$ cat src/rtl/mult_thread_arbiter.sv
// Round-robin front end that shares one single-cycle multiplier between hardware threads and
// returns each tagged result to its owning thread through a 1-entry per-thread result buffer.
module mult_thread_arbiter #(
    parameter int unsigned  NumThreads  = 2,
    parameter int unsigned  Xlen        = 64,
    parameter int unsigned  TransIdBits = 3,
    parameter int unsigned  OpWidth     = 8,
    localparam int unsigned TW          = (NumThreads > 1) ? $clog2(NumThreads) : 1
) (
    input  logic                                    clk_i,
    input  logic                                    rst_i,
    // Per-thread issue side
    input  logic [NumThreads-1:0]                   req_valid_i,
    output logic [NumThreads-1:0]                   req_ready_o,
    input  logic [NumThreads-1:0][OpWidth-1:0]      req_op_i,
    input  logic [NumThreads-1:0][Xlen-1:0]         req_a_i,
    input  logic [NumThreads-1:0][Xlen-1:0]         req_b_i,
    input  logic [NumThreads-1:0][TransIdBits-1:0]  req_trans_id_i,
    input  logic [NumThreads-1:0]                   flush_i,
    // Multiplier issue port
    output logic                                    mult_valid_o,
    output logic [OpWidth-1:0]                      mult_op_o,
    output logic [Xlen-1:0]                         mult_a_o,
    output logic [Xlen-1:0]                         mult_b_o,
    output logic [TransIdBits-1:0]                  mult_trans_id_o,
    output logic [TW-1:0]                           mult_thread_id_o,
    // Multiplier result port
    input  logic                                    mult_valid_i,
    input  logic [Xlen-1:0]                         mult_result_i,
    input  logic [TransIdBits-1:0]                  mult_trans_id_i,
    input  logic [TW-1:0]                           mult_thread_id_i,
    // Per-thread result side
    output logic [NumThreads-1:0]                   res_valid_o,
    input  logic [NumThreads-1:0]                   res_ready_i,
    output logic [NumThreads-1:0][Xlen-1:0]         res_data_o,
    output logic [NumThreads-1:0][TransIdBits-1:0]  res_trans_id_o
);

    logic [NumThreads-1:0]                  busy_q, busy_d;
    logic [NumThreads-1:0]                  kill_q, kill_d;
    logic [NumThreads-1:0]                  buf_valid_q, buf_valid_d;
    logic [NumThreads-1:0][Xlen-1:0]        buf_data_q, buf_data_d;
    logic [NumThreads-1:0][TransIdBits-1:0] buf_tid_q, buf_tid_d;
    logic [TW-1:0]                          rr_ptr_q, rr_ptr_d;

    logic [NumThreads-1:0] handshake;
    logic [NumThreads-1:0] eligible;
    logic [NumThreads-1:0] ret_hit;
    logic [NumThreads-1:0] grant;
    logic [TW-1:0]         grant_idx;
    logic                  grant_any;

    // A thread whose buffered result drains this cycle may issue again in the same cycle.
    always_comb begin
        handshake = buf_valid_q & res_ready_i;
        eligible  = '0;
        if (!rst_i) begin
            eligible = req_valid_i & ~flush_i & (~busy_q | handshake);
        end
    end

    always_comb begin
        ret_hit = '0;
        for (int unsigned t = 0; t < NumThreads; t++) begin
            ret_hit[t] = mult_valid_i && !rst_i && busy_q[t] && (mult_thread_id_i == TW'(t));
        end
    end

    always_comb begin
        logic [TW-1:0] cand;
        cand      = '0;
        grant     = '0;
        grant_idx = '0;
        grant_any = 1'b0;
        for (int unsigned i = 0; i < NumThreads; i++) begin
            cand = TW'((32'(rr_ptr_q) + i) % NumThreads);
            if (!grant_any && eligible[cand]) begin
                grant_any   = 1'b1;
                grant[cand] = 1'b1;
                grant_idx   = cand;
            end
        end
    end

    always_comb begin
        req_ready_o      = grant;
        mult_valid_o     = grant_any;
        mult_op_o        = req_op_i[grant_idx];
        mult_a_o         = req_a_i[grant_idx];
        mult_b_o         = req_b_i[grant_idx];
        mult_trans_id_o  = req_trans_id_i[grant_idx];
        mult_thread_id_o = grant_idx;
    end

    always_comb begin
        busy_d      = busy_q;
        kill_d      = kill_q;
        buf_valid_d = buf_valid_q;
        buf_data_d  = buf_data_q;
        buf_tid_d   = buf_tid_q;
        rr_ptr_d    = rr_ptr_q;
        if (grant_any) begin
            rr_ptr_d = TW'((32'(grant_idx) + 1) % NumThreads);
        end
        for (int unsigned t = 0; t < NumThreads; t++) begin
            if (handshake[t]) begin
                buf_valid_d[t] = 1'b0;
                busy_d[t]      = 1'b0;
            end
            if (ret_hit[t]) begin
                if (kill_q[t] || flush_i[t]) begin
                    busy_d[t] = 1'b0;
                    kill_d[t] = 1'b0;
                end else begin
                    buf_valid_d[t] = 1'b1;
                    buf_data_d[t]  = mult_result_i;
                    buf_tid_d[t]   = mult_trans_id_i;
                end
            end
            // An op still in the multiplier cannot be recalled, so mark it for discard on return.
            if (flush_i[t]) begin
                buf_valid_d[t] = 1'b0;
                if (busy_q[t] && !buf_valid_q[t] && !ret_hit[t]) begin
                    kill_d[t] = 1'b1;
                end else begin
                    busy_d[t] = 1'b0;
                end
            end
            if (grant[t]) begin
                busy_d[t] = 1'b1;
            end
        end
    end

    always_ff @(posedge clk_i) begin
        if (rst_i) begin
            busy_q      <= '0;
            kill_q      <= '0;
            buf_valid_q <= '0;
            buf_data_q  <= '0;
            buf_tid_q   <= '0;
            rr_ptr_q    <= '0;
        end else begin
            busy_q      <= busy_d;
            kill_q      <= kill_d;
            buf_valid_q <= buf_valid_d;
            buf_data_q  <= buf_data_d;
            buf_tid_q   <= buf_tid_d;
            rr_ptr_q    <= rr_ptr_d;
        end
    end

    assign res_valid_o    = buf_valid_q;
    assign res_data_o     = buf_data_q;
    assign res_trans_id_o = buf_tid_q;

`ifndef SYNTHESIS
    logic issued_q;

    always_ff @(posedge clk_i) begin
        if (rst_i) begin
            issued_q <= 1'b0;
        end else begin
            issued_q <= mult_valid_o;
        end
    end

    a_result_follows_issue : assert property (@(posedge clk_i) disable iff (rst_i)
        mult_valid_i |-> issued_q);
    a_grant_onehot : assert property (@(posedge clk_i) $onehot0(grant));
    a_no_busy_grant : assert property (@(posedge clk_i) disable iff (rst_i)
        (grant & busy_q & ~handshake) == '0);
`endif

endmodule

$ cat config.mk
export PLATFORM = sky130hd
export DESIGN_NAME = mult_thread_arbiter
export DESIGN_NICKNAME = d
export VERILOG_FILES = /design/src/rtl/mult_thread_arbiter.sv
export SDC_FILE = /design/constraint.sdc
export NUM_CORES = 1
export LEC_CHECK = 0
export ABC_AREA = 0
export CAP_MARGIN = 20
export CORE_AREA = 2 2 245 247
export CTS_BUF_LIST = sky130_fd_sc_hd__clkbuf_8 sky130_fd_sc_hd__clkbuf_16
export DETAILED_ROUTE_END_ITERATION = 10
export DIE_AREA = 0 0 247 249
export GPL_TIMING_DRIVEN = 0
export PLACE_DENSITY = 0.41
export SLEW_MARGIN = 5
export SYNTH_ARGS = -nofsm -noshare
export SYNTH_HDL_FRONTEND = slang
export SYNTH_SLANG_ARGS = --single-unit
export TNS_END_PERCENT = 30
$ cat constraint.sdc
create_clock -name clk_i -period 3.69 [get_ports clk_i]
set_clock_uncertainty 0.1 [all_clocks]
set_input_delay 0.738 -clock clk_i [delete_from_list [all_inputs] [get_ports clk_i]]
set_output_delay 0.738 -clock clk_i [all_outputs]
set_load 0.05 [all_outputs]
==> flow_summary.toml, run 1 <==
[grt]
gr-total-overflow = 0
grt_pass1_vias = 9406
grt_max_degree = 17
grt_pass1_wl_mm = 81.8
gr-usage-all-layers = 0.194
antenna_found_initial = 24

[clock_network]
tritoncts = "done"
htreeDepth = 4
clkLatencyLatePin_ns = 0.45
clk_path_buf_depth = 2
clk_pin_slew_worst_paths_ns = 0.06
cts_buffers = 17
cts-root-buf = "clkbuf_16"
cts.sinks = 141

[run]
drv_cap = 0

[place]
place_area_mm2 = 0.0145
dp_hpwl_mm = 52.3
portBuffers = 631
gp_congestion = 0.989

[power_and_ir_drop]
ir_worst_vdd_uv = 313
powerDensity_mw_per_mm2 = 321
p_leak_nw = 5.67

[synthesis]
ys_seq_area_frac = 0.392
netlist_top_cells_count = "dfxtp_1, nand3_1, mux2_1"
synthDominantCellAreaShare = 0.392
yosys_warnings = 0
async_flop_share = 0
synthMostInstantiatedCell = "dfxtp_1"
syn-num-nets = 1173
synth_cell_types = 34
ys_ff_latch = 141
syn_area_per_cell_um2 = 8.80
synth_flop_cell = "dfxtp_1"
syn-cell-area_mm2 = 0.00720
synth_area_leaders = "dfxtp_1, mux2_1, mux2_2, nand3_1, o211ai_1"
synth_edf_count = 0
synth_cells = 818
synth_top_area_cell = "dfxtp_1"

[cells_and_area]
area_growth_pct = 108
layout-drive-gt1-share = 0.194
layout.nets = 1833
nFillCells = 6428
post-route-cell-area_mm2 = 0.0150

[sta]
finalMaxSlewViolations = 0
rsz0062_at_grt = "false"
finalSetupTns_ns = 0
slew-limit-headroom = 0.466
min_period_ns = 3.65
fin_crit_sh = 0.990
hold_violations = 0
max_freq_mhz = 274
setup_violations = 0
tightest_slew_ns = 0.801

[floorplanning]
fp.dieH_um = 249
dieWidth_um = 247
start_util = 0.123
dieArea_mm2 = 0.0615
io-pin-count = 634
core-area_mm2 = 0.0587
num_rows = 89

[worst_setup_path]
critPathMaxFanout = 8
worst_ep_arrival_time_ns = 2.81
critPathLaunchType = "primary input"
cp_data_required_time_ns = 2.85
crit_type = "primary input to output port"
critical_path.endpoint_type = "output port"

[status]
status = "completed"

[min_path]
hp-class = "flip-flop to flip-flop"

[routing]
via_per_inst = 4.09
ant_nets = 0
finalWirelength_mm = 61.9
vias = 9272
avgRoutedWirePerCell_um = 27.3
drc = 0
first_pass_iters = 7
first_iter_violations = 448
[cells by family after synthesis]
group,synth area share
multiplexers,0.217
buffers and inverters,0.0610
flip-flops,0.392
AND/OR/NAND/NOR,0.147
AO/OA/AOI/OAI,0.182
[repair_timing]
| action | in CTS | in global routing |
|---|---|---|
| hold buffers | 0 | 0 |
| pin swaps | 1 | 1 |
| gates resized for setup | 797 | 79 |
| cloned | 2 | 0 |
| setup buffers | 6 | 0 |
| setup endpoints to repair | 142 | 123 |
[where the power goes]
group	internal (mW)	switching [mW]
Combinational	0.611	0.888
Sequential	1.53	0.00721
Clock	1.00	0.760
Total	3.15	1.65
[flip-flops by register name, summed over array words and instances, names as in the netlist]
name / count
res_trans_id_o: 6
res_data_o: 128
busy_q: 2
rr_ptr_q: 1
res_valid_o: 2
kill_q: 2
[area by class of cell]
type / count / area [um2] / share of cell area
antenna: 6 / 15.0 / 0.00100
buffer: 90 / 503 / 0.0336
clock buffer: 21 / 480 / 0.0321
clock inverter: 10 / 105 / 0.00702
inverter: 7 / 26.3 / 0.00176
multi-input combinational: 580 / 4020 / 0.268
sequential: 141 / 2820 / 0.189
tap: 773 / 967 / 0.0646
timing repair buffer: 641 / 6030 / 0.403
[layout by cell type (no fill, tap or decap), types with 4 or more instances in the layout]
cell type | synthesis | final
o211ai_1 | 70 | 70
buf_2 | 6 | 88
nand2_1 | 68 | 68
clkbuf_1 | 70 | 69
mux2_2 | 62 | 71
a21oi_1 | 70 | 70
buf_8 | 0 | 7
buf_4 | 0 | 26
clkdlybuf4s50_1 | 0 | 487
buf_6 | 9 | 34
dfxtp_1 | 141 | 141
mux2_4 | 0 | 13
diode_2 | 0 | 6
clkbuf_8 | 0 | 4
buf_12 | 0 | 7
nand3_1 | 129 | 129
mux2_1 | 77 | 55
inv_1 | 7 | 7
clkbuf_16 | 0 | 17
nand4_1 | 6 | 6
o21ai_0 | 69 | 69
buf_1 | 5 | 5
[layer usage]
layer | vias up | global-route usage | wire length, um
met5 | - | 0 | 106
met4 | 16 | 0.0320 | 688
met3 | 50 | 0.0683 | 5350
met2 | 421 | 0.296 | 26600
met1 | 4465 | 0.266 | 29100
li1 | 4320 | - | -
[worst max-delay path: stages]
cell and delay (ns):
buf_2 0.17, or4b_4 0.55, o211ai_4 0.22, buf_12 0.15, buf_8 0.11, buf_16 0.15
buf_16 0.15, mux2_1 0.36, buf_6 0.18
[per-stage QoR]
| stage | setup WS (ns) | utilization | hold slack (ns) | instances | power [mW] |
|---|---|---|---|---|---|
| after CTS | -0.0610 | 0.256 | 0.374 | 2263 | 4.86 |
| after floorplan | 0.329 | - | 0.394 | 818 | 2.25 |
| after detailed placement | -1.56 | 0.247 | 0.365 | 2224 | 3.09 |
| final | 0.0378 | 0.255 | 0.376 | 2269 | 4.80 |
| after global routing | 0.00117 | 0.255 | 0.394 | 2264 | 4.96 |
| after global placement | -1.56 | 0.247 | 0.361 | 2222 | 3.09 |
[path summary, 6_finish.rpt]
check / slack (ns) / from / depth (start not counted) / to
min reg2reg: 0.38 / res_data_o[12] / 2 / res_data_o[12]
min: 0.38 / res_data_o[12] / 2 / res_data_o[12]
max: 0.04 / rst_i / 9 / mult_b_o[37]
max reg2reg: 1.10 / busy_q[0] / 6 / res_data_o[61]
(Power assumes the default switching activity.)
==> run 2, diff against run 1 <==
--- a/config.mk
+++ b/config.mk
@@ -7,12 +7,12 @@
 export LEC_CHECK = 0
 export ABC_AREA = 0
 export CAP_MARGIN = 20
-export CORE_AREA = 2 2 245 247
+export CORE_AREA = 2 2 244 246
 export CTS_BUF_LIST = sky130_fd_sc_hd__clkbuf_8 sky130_fd_sc_hd__clkbuf_16
 export DETAILED_ROUTE_END_ITERATION = 10
-export DIE_AREA = 0 0 247 249
+export DIE_AREA = 0 0 246 248
 export GPL_TIMING_DRIVEN = 0
-export PLACE_DENSITY = 0.41
+export PLACE_DENSITY = 0.42
 export SLEW_MARGIN = 5
 export SYNTH_ARGS = -nofsm -noshare
 export SYNTH_HDL_FRONTEND = slang
==> run 2 against run 1 <==
  * Worst setup slack got worse by 0.0050 ns
  * Clock-buffer cell count shrank 3
  * Clock power grew 3%
  * Core utilization is 0.19 points higher
  * Total power grew 0.70%
  * Sequential power barely moved
  * Register-to-register slack improved by 0.14 ns
  * Global-route usage down 0.63 points
  * Final cell count is 0.26% lower
  * Critical path type unchanged
  * Highest routed layer unchanged
==> flow_summary.toml, run 2 (same netlist as run 1, synthesis figures left out) <==
[status]
status = "completed"

[clock_network]
hold_buffers = 0
clkLatencyLatePin_ns = 0.44
htreeDepth = 4
tritoncts = "done"
cts_buffers = 17
clk_path_buf_depth = 2
cts.sinks = 141
clk_pin_slew_worst_paths_ns = 0.07
cts-root-buf = "clkbuf_16"

[floorplanning]
fp.dieH_um = 248
dieWidth_um = 246
start_util = 0.123
io-pin-count = 634
dieArea_mm2 = 0.0610
core-area_mm2 = 0.0585
num_rows = 89

[grt]
grt_pass1_vias = 9431
gr-usage-all-layers = 0.188
grt_pass1_wl_mm = 78.9
gr-total-overflow = 0
antenna_found_initial = 19
grt_max_degree = 17

[power_and_ir_drop]
powerDensity_mw_per_mm2 = 322
p_total_mw = 4.84
ir_worst_vdd_uv = 324
p_leak_nw = 5.65

[cells_and_area]
area_growth_pct = 109
largest_reg_flops = 128
final_common_cell = "clkdlybuf4s50_1"
post-route-cell-area_mm2 = 0.0150
layout-drive-gt1-share = 0.197
mostFrequentLayoutCells = "clkdlybuf4s50_1, dfxtp_1, nand3_1, mux2_2"
final_util = 0.257
layout.nets = 1829
final_cells = 2263

[place]
dp.cells = 2224
place_area_mm2 = 0.0145
pre_cts_ws_ns = -1.35
portBuffers = 631
gp_congestion = 0.894
dp_hpwl_mm = 50.3

[sta]
max_freq_mhz = 273
fin_crit_sh = 0.991
holdWs_ns = 0.376
slew-limit-headroom = 0.392
setup_slack_ns = 0.0328
min_period_ns = 3.66
tightest_slew_ns = 0.913
hold_violations = 0
finalMaxSlewViolations = 0
setup_violations = 0
rsz0062_at_grt = "true"
finalSetupTns_ns = 0

[routing]
first_pass_iters = 5
vias = 9276
ant_nets = 0
avgRoutedWirePerCell_um = 26.1
drc = 0
finalWirelength_mm = 59.2
first_iter_violations = 296
via_per_inst = 4.10

[worst_setup_path]
critical_path.endpoint_type = "output port"
r2r_slack_ns = 1.24
critPathLaunchType = "primary input"
worst_ep_arrival_time_ns = 2.82
critPathMaxFanout = 8
crit_type = "primary input to output port"
cp_data_required_time_ns = 2.85

[run]
drv_cap = 0

[min_path]
hp-class = "flip-flop to flip-flop"
[run 2: what timing repair did]
action                     4_1_cts  5_1_grt
pin swaps                        1        1
gates resized for setup        751       30
setup endpoints to repair      141       46
setup buffers                    2        0
gates cloned                     2        0
[run 2: critical path, cell delays in order]
cell and delay, ns:
buf_2 0.16, or4b_4 0.55, o211ai_4 0.19, buf_12 0.17, bufbuf_16 0.28, mux2_2 0.34
clkdlybuf4s15_2 0.37
[run 2: final timing paths]
kind,from,end,depth (start not counted)
worst min register to register,res_data_o[37],res_data_o[37],2
worst max register to register,busy_q[0],res_data_o[56],6
worst max-delay path,rst_i,mult_b_o[40],7
worst min-delay path,res_data_o[37],res_data_o[37],2
[run 2: where the power goes]
group / leakage [nW] / total (mW) / internal (mW) / switching, mW
sequential: 1.14 / 1.54 / 1.53 / 0.00741
combinational: 4.22 / 1.49 / 0.612 / 0.879
clock: 0.292 / 1.81 / 1.03 / 0.778
total: 5.65 / 4.84 / 3.17 / 1.66
[run 2: area by class of cell]
type / count / area [um2]
repair buffers: 637 / 6120
multi-input cells: 580 / 4010
flip-flops and latches: 141 / 2820
inverters: 7 / 26.3
clock buffers: 18 / 439
plain buffers: 90 / 477
diodes: 3 / 7.51
clock inverters: 14 / 156
fillers: 6487 / 43400
well taps: 773 / 967
[run 2: metal layers]
layer  up-vias  track usage  share of wire
met5         -            0         0.0015
met4        12       0.0285         0.0097
met3        53       0.0622          0.080
met2       399        0.295           0.44
met1      4496        0.253           0.47
li1       4316            -              -
==> run 3, diff against run 2 <==
--- a/config.mk
+++ b/config.mk
@@ -13,6 +13,7 @@
 export DIE_AREA = 0 0 246 248
 export GPL_TIMING_DRIVEN = 0
 export PLACE_DENSITY = 0.42
+export SETUP_SLACK_MARGIN = 0.2
 export SLEW_MARGIN = 5
 export SYNTH_ARGS = -nofsm -noshare
 export SYNTH_HDL_FRONTEND = slang
==> run 3 against run 2 <==
  * Combinational power grew 5%
  * Sequential power is essentially flat
  * Core utilization grew 0.90 points
  * Routed wire length grew 0.69%
  * Maximum frequency grew 2.4%
  * Clock power is essentially flat
  * Via count grew 0.83%
  * Die area is the same
  * Worst setup slack gained 0.084 ns
  * First-iteration DRC count grew 11%
  * Sequential share of layout area shrank 0.63 points
  * Critical path depth grew 1
  * Critical endpoint is now mult_a_o[63]
  * Largest cell class unchanged
  * Largest power group unchanged
==> flow_summary.toml, run 3 (same netlist as run 1, synthesis figures left out) <==
[worst_setup_path]
critical_path.endpoint_type = "output port"
critPathLaunch = "rst_i"
cp_data_required_time_ns = 2.85
slowest_delay_ns = 0.53
cp_slowest_cell = "or4b_4"
r2r_start = "busy_q[0]"
cp_cell_sequence = "clkbuf_16, or4b_4, o211ai_4, buf_12, buf_4, buf_6, mux2_2, clkdlybuf4s15_2"
path_buf_inv = 5
r2r_slack_ns = 1.21
r2r_cells = 6
critPathMaxFanout = 10
critPathLaunchType = "primary input"
crit_type = "primary input to output port"
reg2reg_to = "res_data_o[56]"
critical_path.top_delay_family = "buffers and inverters"
worst_ep_arrival_time_ns = 2.73

[cells_and_area]
layout.nets = 1840
layout-drive-gt1-share = 0.219
area_growth_pct = 116
post-route-cell-area_mm2 = 0.0156
final_common_cell = "clkdlybuf4s50_1"
mostFrequentLayoutCells = "clkdlybuf4s50_1, dfxtp_1, nand3_1, mux2_2"
final_cells = 2274
nFillCells = 6432
largest_reg_flops = 128

[grt]
gr-usage-all-layers = 0.188
grt_pass1_vias = 9446
antenna_found_initial = 19
grt_pass1_wl_mm = 79.1
gr-total-overflow = 0
grt_max_degree = 17

[clock_network]
clkLatencyLatePin_ns = 0.43
clk_path_buf_depth = 2
htreeDepth = 4
cts-root-buf = "clkbuf_16"
clk_pin_slew_worst_paths_ns = 0.07
hold_buffers = 0
cts_buffers = 17
tritoncts = "done"
cts.sinks = 141

[routing]
via_per_inst = 4.11
avgRoutedWirePerCell_um = 26.2
drc = 0
first_pass_iters = 4
finalWirelength_mm = 59.6
ant_nets = 0
vias = 9353
first_iter_violations = 328

[min_path]
hold_path_depth = 2
hp-start = "res_data_o[37]"
min_to = "res_data_o[37]"
hp-class = "flip-flop to flip-flop"

[floorplanning]
start_util = 0.123
num_rows = 89
fp.dieH_um = 248
io-pin-count = 634
dieWidth_um = 246
dieArea_mm2 = 0.0610
core-area_mm2 = 0.0585

[place]
place_area_mm2 = 0.0145
dp.cells = 2224
gp_congestion = 0.894
portBuffers = 631
dp_hpwl_mm = 50.3
pre_cts_ws_ns = -1.35

[sta]
slew-limit-headroom = 0.403
setup_violations = 0
holdWs_ns = 0.377
finalMaxSlewViolations = 0
min_period_ns = 3.57
tightest_slew_ns = 0.896
rsz0062_at_grt = "true"
fin_crit_sh = 0.968
hold_violations = 0
setup_slack_ns = 0.117
max_freq_mhz = 280

[power_and_ir_drop]
p_leak_nw = 6.02
ir_worst_vdd_uv = 324
powerDensity_mw_per_mm2 = 316
p_total_mw = 4.92

[run]
drv_cap = 0

[status]
status = "completed"
-- run 3: cell types whose count changed in the layout (fill, tap and decap cells not counted), moves of 3 or more --
cell,change
clkbuf_16,+4
mux2_2,-9
mux2_1,-22
clkdlybuf4s50_1,-3
dlymetal6s2s_1,+3
buf_2,-22
mux2_4,+31
buf_4,+7
buf_6,+8
buf_12,+9
buf_8,+6
-- run 3: what timing repair did --
action                     CTS  global route
setup endpoints to repair  143           143
gates resized for setup    780           134
pin swaps                    2             2
cloned                       3             3
buffers inserted             5             4
-- run 3: metrics by stage --
stage | utilization | TNS [ns]
after global routing | 0.266 | 0
final | 0.266 | 0
after floorplan | - | 0
after detailed placement | 0.248 | -151.13
after global placement | 0.248 | -150.70
after CTS | 0.259 | 0
-- run 3: layer usage --
layer	track usage	wire length (um)	vias to the layer above
met5	0	75	-
met4	0.0280	587	12
met3	0.0607	4730	54
met2	0.296	26200	393
met1	0.255	28000	4560
li1	-	-	4334
-- run 3: worst register-to-register path, delay by kind of cell, from the launching register on --
kind | cells | cell delay [ns]
AO/OA/AOI/OAI | 1 | 0.15
buffers and inverters | 3 | 1.34
flip-flops | 1 | 0.47
AND/OR/NAND/NOR | 2 | 0.36
-- run 3: area by class of cell --
cell class	count	area, um2	area share
timing repair buffer	648	6480	0.417
buffer	90	519	0.0334
antenna	3	7.51	0.000483
clock inverter	14	156	0.0101
tap	773	967	0.0622
sequential	141	2820	0.181
multi-input combinational	580	4130	0.266
inverter	7	26.3	0.00169
clock buffer	18	439	0.0282
-- run 3: worst max-delay path by stage --
stage	to	slack, ns	cells after the start
floorplan	mult_a_o[25]	0.33	6
global placement	mult_b_o[37]	-1.33	7
detailed placement	mult_b_o[37]	-1.35	7
CTS	mult_a_o[62]	0.02	8
global route	mult_a_o[63]	0.08	8
finish	mult_a_o[63]	0.12	8
-- run 3: where the power goes --
part           leakage [nW]  switching (mW)  internal (mW)  total (mW)
registers              1.14         0.00757           1.53        1.54
clock network         0.292           0.776           1.03        1.80
logic                  4.59           0.894          0.679        1.57
